File: src/rtl/rv32i_pkg.sv
// Shared RV32I pipeline definitions: load funct3 codes, writeback source
// select codes and the MEM/WB pipeline register layout.
package rv32i_pkg;

  typedef enum logic [2:0] {
    F3_LB  = 3'b000,
    F3_LH  = 3'b001,
    F3_LW  = 3'b010,
    F3_LBU = 3'b100,
    F3_LHU = 3'b101
  } load_f3_e;

  typedef enum logic [1:0] {
    WB_SEL_ALU = 2'b00,
    WB_SEL_MEM = 2'b01,
    WB_SEL_PC4 = 2'b10
  } wb_sel_e;

  typedef struct packed {
    logic        valid;
    logic [31:0] alu_result;
    logic [31:0] pc_plus4;
    logic [31:0] rdata;
    logic [4:0]  rd;
    logic        reg_write;
    logic [2:0]  funct3;
    logic [1:0]  wb_sel;
  } mem_wb_t;

endpackage

File: src/rtl/mem_wb_stage_load_align.sv
// Load data aligner: picks the byte/halfword/word lane addressed by the low
// address bits, extends it per funct3, and flags misaligned or reserved codes.
module load_align
  import rv32i_pkg::*;
(
  input  logic [31:0] rdata_i,
  input  logic [1:0]  off_i,
  input  logic [2:0]  funct3_i,
  output logic [31:0] data_o,
  output logic        misaligned_o,
  output logic        illegal_o
);

  logic [7:0]  byte_sel;
  logic [15:0] half_sel;

  // Select the addressed byte and halfword lanes.
  always_comb begin
    byte_sel = rdata_i[7:0];
    case (off_i)
      2'd1:    byte_sel = rdata_i[15:8];
      2'd2:    byte_sel = rdata_i[23:16];
      2'd3:    byte_sel = rdata_i[31:24];
      default: byte_sel = rdata_i[7:0];
    endcase
    half_sel = off_i[1] ? rdata_i[31:16] : rdata_i[15:0];
  end

  // Extend the selected lane; misaligned and reserved codes return zero.
  always_comb begin
    data_o       = '0;
    misaligned_o = 1'b0;
    illegal_o    = 1'b0;
    case (funct3_i)
      F3_LB:  data_o = {{24{byte_sel[7]}}, byte_sel};
      F3_LBU: data_o = {24'b0, byte_sel};
      F3_LH: begin
        if (off_i[0]) misaligned_o = 1'b1;
        else          data_o = {{16{half_sel[15]}}, half_sel};
      end
      F3_LHU: begin
        if (off_i[0]) misaligned_o = 1'b1;
        else          data_o = {16'b0, half_sel};
      end
      F3_LW: begin
        if (off_i != 2'b00) misaligned_o = 1'b1;
        else                data_o = rdata_i;
      end
      default: illegal_o = 1'b1;
    endcase
  end

endmodule

File: src/rtl/mem_wb_stage.sv
// MEM/WB pipeline register with writeback mux, register-file write port,
// load fault flags and a retired-instruction counter.
module mem_wb_stage
  import rv32i_pkg::*;
#(
  parameter int unsigned CNT_W = 64
) (
  input  logic             clk,
  input  logic             reset,
  input  logic             stall_i,
  input  logic             flush_i,
  input  logic             mem_valid_i,
  input  logic [31:0]      mem_alu_result_i,
  input  logic [31:0]      mem_pc_plus4_i,
  input  logic [31:0]      mem_rdata_i,
  input  logic [4:0]       mem_rd_i,
  input  logic             mem_reg_write_i,
  input  logic [2:0]       mem_funct3_i,
  input  logic [1:0]       mem_wb_sel_i,
  output logic             wb_valid_o,
  output logic [4:0]       wb_rd_o,
  output logic             wb_we_o,
  output logic [31:0]      wb_data_o,
  output logic             wb_misaligned_o,
  output logic             wb_illegal_o,
  output logic [CNT_W-1:0] instret_o
);

  mem_wb_t          wb_q, wb_d;
  logic [CNT_W-1:0] instret_q, instret_d;

  logic [31:0] load_data;
  logic        load_mis;
  logic        load_ill;
  logic        is_load;
  logic        retire;

  // Next register value: flush kills valid only, stall holds, else capture.
  always_comb begin
    wb_d = wb_q;
    if (flush_i) begin
      wb_d.valid = 1'b0;
    end else if (!stall_i) begin
      wb_d.valid      = mem_valid_i;
      wb_d.alu_result = mem_alu_result_i;
      wb_d.pc_plus4   = mem_pc_plus4_i;
      wb_d.rdata      = mem_rdata_i;
      wb_d.rd         = mem_rd_i;
      wb_d.reg_write  = mem_reg_write_i;
      wb_d.funct3     = mem_funct3_i;
      wb_d.wb_sel     = mem_wb_sel_i;
    end
  end

  // MEM/WB pipeline register.
  always_ff @(posedge clk or negedge reset) begin
    if (!reset) wb_q <= '0;
    else        wb_q <= wb_d;
  end

  load_align u_load_align (
    .rdata_i      (wb_q.rdata),
    .off_i        (wb_q.alu_result[1:0]),
    .funct3_i     (wb_q.funct3),
    .data_o       (load_data),
    .misaligned_o (load_mis),
    .illegal_o    (load_ill)
  );

  // Writeback mux, fault flags and register-file write enable.
  always_comb begin
    is_load         = (wb_q.wb_sel == WB_SEL_MEM);
    wb_valid_o      = wb_q.valid;
    wb_rd_o         = wb_q.rd;
    wb_misaligned_o = wb_q.valid & is_load & load_mis;
    wb_illegal_o    = wb_q.valid & is_load & load_ill;
    case (wb_q.wb_sel)
      WB_SEL_MEM: wb_data_o = load_data;
      WB_SEL_PC4: wb_data_o = wb_q.pc_plus4;
      default:    wb_data_o = wb_q.alu_result;
    endcase
    wb_we_o = wb_q.valid & wb_q.reg_write & (wb_q.rd != 5'd0)
            & ~wb_misaligned_o & ~wb_illegal_o;
  end

  // Retirement: flush does not block the instruction already in WB.
  always_comb begin
    retire    = wb_q.valid & ~stall_i & ~wb_misaligned_o & ~wb_illegal_o;
    instret_d = retire ? instret_q + CNT_W'(1) : instret_q;
  end

  // Retired-instruction counter, wraps naturally.
  always_ff @(posedge clk or negedge reset) begin
    if (!reset) instret_q <= '0;
    else        instret_q <= instret_d;
  end

  assign instret_o = instret_q;

endmodule

File: config.mk
export PLATFORM = sky130hd
export DESIGN_NAME = mem_wb_stage
export DESIGN_NICKNAME = d
export VERILOG_FILES = /design/src/rtl/rv32i_pkg.sv /design/src/rtl/mem_wb_stage_load_align.sv /design/src/rtl/mem_wb_stage.sv
export SDC_FILE = /design/constraint.sdc
export NUM_CORES = 1
export LEC_CHECK = 0
export BUFFER_PORTS_ARGS = -buffer_cell sky130_fd_sc_hd__buf_2
export CORE_MARGIN = 4
export CORE_UTILIZATION = 29
export CTS_CLUSTER_SIZE = 28
export DETAILED_ROUTE_END_ITERATION = 16
export MAX_ROUTING_LAYER = met4
export RECOVER_POWER = 100
export SYNTH_ARGS = -nofsm -noshare
export SYNTH_HDL_FRONTEND = slang
export SYNTH_SLANG_ARGS = --single-unit
File: constraint.sdc
create_clock -name clk -period 6.2 [get_ports clk]
set_clock_uncertainty 0.2 [all_clocks]
set_input_delay 1.24 -clock clk [delete_from_list [all_inputs] [get_ports clk]]
set_output_delay 1.24 -clock clk [all_outputs]
set_load 0.02 [all_outputs]
==> results of run 1 <==
[report_power, final]
part,switching (mW),internal (mW)
Sequential,0.103,1.24
Combinational,0.377,0.246
Clock,0.454,0.659
[per-layer routing]
| metal | global-route usage, % | wire length (um) |
|---|---|---|
| met2 | 24.0 | 11100 |
| met3 | 4.87 | 1930 |
| met4 | 3.32 | 265 |
| met1 | 21.6 | 11200 |
| met5 | - | 0 |
[how the worst min path moves through the flow]
| stage | slack (ps) | cells after the start | endpoint |
|---|---|---|---|
| after floorplan | 280 | 1 | wb_q[86]$_DFFE_PN0P_ |
| after global placement | 250 | 1 | instret_o[63]$_DFFE_PN0P_ |
| after detailed placement | 260 | 1 | instret_o[63]$_DFFE_PN0P_ |
| after CTS | 270 | 1 | instret_o[63]$_DFFE_PN0P_ |
| after global routing | 280 | 1 | instret_o[63]$_DFFE_PN0P_ |
| final | 270 | 1 | instret_o[63]$_DFFE_PN0P_ |
[state kept, by name, indices dropped and copies added, names as in the netlist]
register    count
instret_o      64
wb_q          102
wb_rd_o         5
wb_valid_o      1
[metrics by stage]
stage	cells	area, sq um	setup WS (ps)	hold WS, ps	util [%]
after floorplan	715	8300	2800	280	-
after global placement	1269	9710	1890	252	34.7
after detailed placement	1269	9710	1900	259	34.7
after CTS	1301	10300	1410	268	36.8
after global routing	1308	10100	744	280	36.0
final	1309	10100	1360	266	36.0
[kinds of logic (layout without fill, tap and decap cells)]
family	count (synthesis)	after routing	synth area share, %
AOI/OAI and AO/OA	110	110	9.33
DFF	172	172	51.9
other	0	8	0
muxes	103	103	14.1
xor gates and xnor gates	63	63	6.65
and+or+nand+nor	203	203	14.4
adders and majority gates	3	3	0.452
buffers and inverters	61	269	3.23
[Yosys cell counts (all sizes together) (2+ instances only)]
library cell  count
a21oi            22
a221o             8
a221oi            5
a222oi            2
a22oi            20
a31oi             2
a32oi             4
and2              4
and3              8
and4              7
and4bb            2
buf              18
clkbuf           28
dfrtp           172
ha                3
inv              15
mux2            101
nand2            66
nand2b            2
nand3            27
nand3b            2
nand4            20
nand4bb           2
nor2             20
nor2b             6
nor3             18
nor3b             2
nor4             13
o21ai            20
o221ai           12
o22ai             7
o31ai             2
xnor2            39
xor2             24
[cell type report]
class	count	area, sq um	share of cell area, %
flip-flops and latches	172	4300	42.7
clock inverters	9	134	1.33
inverters	15	56.3	0.559
clock buffers	23	468	4.64
well taps	378	473	4.69
diodes	8	20.0	0.199
multi-input cells	482	3640	36.1
repair buffers	222	986	9.78
[worst max-delay path: cells and delay by family, from the launching register on]
kind	cells	cell delay (ps)
compound gates	1	460
fa+ha+maj	1	310
buf+inv	3	520
flops	1	380
simple gates	2	1310
==> impl_metrics.ini, run 1 <==
[clock_network]
tritoncts = yes
cts_num_sinks = 172
cts_inserted_buffers = 17
cts_setup_buffers = 0
clockBufferDepth = 2
insertion_delay_ps = 430
clkTransAtPathRegs_ps = 60
htree_levels = 4
clockRootBuffer = clkbuf_16
cts_resized = 0
post_cts_hold_buffer_count = 0

[outcome]
status = finished, violations left
violations = capacitance limit, slew limit

[worst_setup_path]
critical_path.max_fanout = 16
critPathMaxStageDelay_ps = 720
worstSetupStartpoint = wb_q[1]$_DFFE_PN0P_
cp.required_ps = 4760
reg2reg_to = instret_o[13]$_DFFE_PN0P_
end_kind = output port
crit_path_cell_trace = inv_1 > ha_1 > inv_1 > nor3b_2 > nand2b_1 > o21ai_0 > clkbuf_1
cp_common_cell = inv_1
worst_path_max_delay_cell = nor3b_2
cp.arrival_ps = 3400
startpoint_type = register
reg2reg_from = wb_q[76]$_DFFE_PN0P_
critPathKind = reg -> out
r2r_setup_slack_ps = 2740
r2r_cells = 6
cp-endpoint = wb_data_o[31]

[cells_and_area]
drive_above_1_share_pct = 27.6
final_cell_mix = dfrtp_1, buf_2, clkbuf_1
final_common_cell = dfrtp_1
n_fill_cell = 2866
area_delta_synth_final_pct = 21.5
finalNetCount = 1025

[timing]
period_share_pct = 78.1
slew_violations = 177
finalHoldViolCount = 0
worstMarginPinSlew_ps = 3860
slew_headroom_pct = -157
min_period_ps = 4840
rsz0062_at_grt = false
setup_violations = 0
fin_setup_tns_ps = 0
fmax_mhz = 207

[synthesis]
synth_warnings = 0
ys_types = 57
syn_inst = 715
synth_top_flop_cell = dfrtp_1
synth_top_area_cell = dfrtp_1
synth.avg_cell_area_sq_um = 11.6
synthesis.area_sq_mm = 0.00830
async_flop_share_pct = 100
yosys_register_bits = 172
synth_area_leaders = dfrtp_1, mux2_2, xnor2_1
synth_edf_count = 0
yosysTopAreaCellShare_pct = 51.9
synth_nets = 830
yosysSeqAreaShare_pct = 51.9

[detailed_routing]
vias = 6397
wl_mm = 24.4
drc_errors = 0
ant_nets = 0
first_pass_iters = 4
viasPerCell = 4.89
wire_per_inst_um = 18.7
first_iter_violations = 416

[placement]
io_buffers = 216
gp_congestion = 0.873
hpwl_mm = 18.2

[pwr]
powerDensity_mw_per_mm2 = 305
p_leak_nw = 4.36
power_mw = 3.08
vdd.ir_drop.worst_mv = 0.146

[die]
die_area_sq_mm = 0.0314
core_sq_mm = 0.0280
fp.dieW_um = 177
die_y_um = 177
num_rows = 61
initial_core_util_pct = 29.6
io_pins = 217

[global_route]
first_global_vias = 6464
overflow = 0
grt_pass1_wl_mm = 37.4
antenna_found_initial = 8
grt_max_degree = 70
gr-usage-all-layers_pct = 16.0

[hold_path]
min_path_type = reg -> reg
hp-start = instret_o[63]$_DFFE_PN0P_

[run]
drv_cap = 3
(Power assumes the default switching activity.)
==> inputs of run 2 (changes only) <==
clock period = 4.9 ns   (was 6.2 ns; I/O delays follow)
==> run 2 against run 1 <==
  * The run still ends with capacitance limit, slew limit left
  * Routed wire length shrank 0.52%
  * First-iteration DRC count shrank 7.5%
  * Combinational power grew 26%
  * Global-route usage shrank 0.30 points
  * Utilization is essentially flat
  * Register-to-register slack lost 1100 ps
  * Count of clock-buffer cells in the layout shrank 3
  * Worst setup slack lost 710 ps
  * Critical path depth grew 1
  * Sequential cell count is the same
  * Via count grew 0.61%
  * Final cell count grew 0.23%
  * Critical path type unchanged
  * Critical endpoint unchanged
  * Highest routed layer unchanged
==> impl_metrics.ini, run 2 (same netlist as run 1, synthesis figures left out) <==
[placement]
gp_congestion = 0.818
hpwl_mm = 17.7
io_buffers = 216
pre_cts_slack_ps = 1170

[pwr]
p_leak_nw = 4.34
vdd.ir_drop.worst_mv = 0.175
powerDensity_mw_per_mm2 = 385

[timing]
period_share_pct = 86.8
worstMarginPinSlew_ps = 2360
min_period_ps = 4250
slew_violations = 188
slew_headroom_pct = -57.1
finalHoldViolCount = 0
fin_setup_tns_ps = 0
setup_ws_ps = 649
rsz0062_at_grt = false
fmax_mhz = 235
setup_violations = 0

[global_route]
grt_most_used_layer = met2
overflow = 0
gr-usage-all-layers_pct = 15.7
grt_use_met3_pct = 4.34
grt_max_degree = 94
met1_usage_pct = 21.4
met2_usage_pct = 23.2
first_global_vias = 6397
antenna_found_initial = 9
grt_pass1_wl_mm = 37.2

[worst_setup_path]
critPathMaxStageDelay_ps = 450
cp_common_cell = inv_1
end_kind = output port
worstSetupStartpoint = wb_q[1]$_DFFE_PN0P_
cp.required_ps = 3720
critPathKind = reg -> out
r2r_cells = 6
cp.arrival_ps = 3070
reg2reg_from = wb_q[76]$_DFFE_PN0P_
critical_path.max_fanout = 16
worst_path_max_delay_cell = o21ai_0
crit_path_cell_trace = inv_1 > ha_1 > inv_1 > nor3b_2 > buf_4 > nand2b_1 > o21ai_0 > clkbuf_1
startpoint_type = register

[clock_network]
cts_inserted_buffers = 17
cts_resized = 0
post_cts_hold_buffer_count = 0
cts_setup_buffers = 0
clockRootBuffer = clkbuf_16
tritoncts = yes
htree_levels = 4
clkTransAtPathRegs_ps = 70
insertion_delay_ps = 420
clockBufferDepth = 2
cts_num_sinks = 172

[cells_and_area]
drive_above_1_share_pct = 28.0
final_cell_mix = dfrtp_1, buf_2, clkbuf_1
regMostFlops = wb_q
final_common_cell = dfrtp_1
finalNetCount = 1025
largest_reg_flops = 102
area_delta_synth_final_pct = 21.4

[detailed_routing]
vias = 6436
ant_nets = 0
wl_mm = 24.3
first_pass_iters = 5
viasPerCell = 4.91
wire_per_inst_um = 18.5
first_iter_violations = 385
drc_errors = 0

[run]
drv_cap = 2

[hold_path]
hp-start = instret_o[63]$_DFFE_PN0P_
whs_path_depth = 1
min_path_type = reg -> reg

[die]
initial_core_util_pct = 29.6
die_y_um = 177
io_pins = 217
die_area_sq_mm = 0.0314
num_rows = 61
core_sq_mm = 0.0280
fp.dieW_um = 177

[outcome]
violations = capacitance limit, slew limit
status = finished, violations left
[run 2: worst paths after layout]
kind                                             endpoint  slack, ps
worst max register to register  instret_o[27]$_DFFE_PN0P_       1660
worst min register to register  instret_o[63]$_DFFE_PN0P_        270
worst max-delay path                        wb_data_o[31]        650
worst min-delay path            instret_o[63]$_DFFE_PN0P_        270
max in group asynchronous          wb_rd_o[1]$_DFFE_PN0P_       1210
min in group asynchronous            wb_q[77]$_DFFE_PN0P_       1000
[run 2: area by class of cell]
| cell class | count | area (sq um) |
|---|---|---|
| multi-input cells | 482 | 3630 |
| clock inverters | 12 | 136 |
| inverters | 15 | 56.3 |
| flip-flops and latches | 172 | 4300 |
| clock buffers | 20 | 457 |
| repair buffers | 222 | 990 |
| well taps | 378 | 473 |
| fillers | 2840 | 17900 |
| diodes | 11 | 27.5 |
[run 2: power breakdown]
| group | switching, mW | internal (mW) |
|---|---|---|
| logic | 0.474 | 0.312 |
| registers | 0.133 | 1.57 |
| clock network | 0.606 | 0.786 |
[run 2: critical path, delay by kind of cell (launching register included)]
family / cells / cell delay [ps]
buffers and inverters: 4 / 800
and+or+nand+nor: 2 / 600
AOI/OAI and AO/OA: 1 / 450
adders and majority gates: 1 / 400
DFF: 1 / 390
[run 2: through the flow]
| stage | hold slack (ps) | cells | utilization (%) | total power, mW | area, sq um |
|---|---|---|---|---|---|
| 2_1_floorplan | 280 | 715 | - | 2.22 | 8300 |
| 3_3_place_gp | 253 | 1269 | 34.7 | 2.54 | 9730 |
| 3_5_place_dp | 253 | 1269 | 34.7 | 2.54 | 9730 |
| 4_1_cts | 266 | 1301 | 36.9 | 3.96 | 10300 |
| 5_1_grt | 294 | 1309 | 35.9 | 4.07 | 10100 |
| 6_report | 266 | 1312 | 36.0 | 3.88 | 10100 |
[run 2: routing by layer]
layer	vias to the layer above	part of all wire [%]
li1	3012	-
met1	3184	45
met2	224	45
met3	16	8.0
met4	0	1.5
met5	-	0
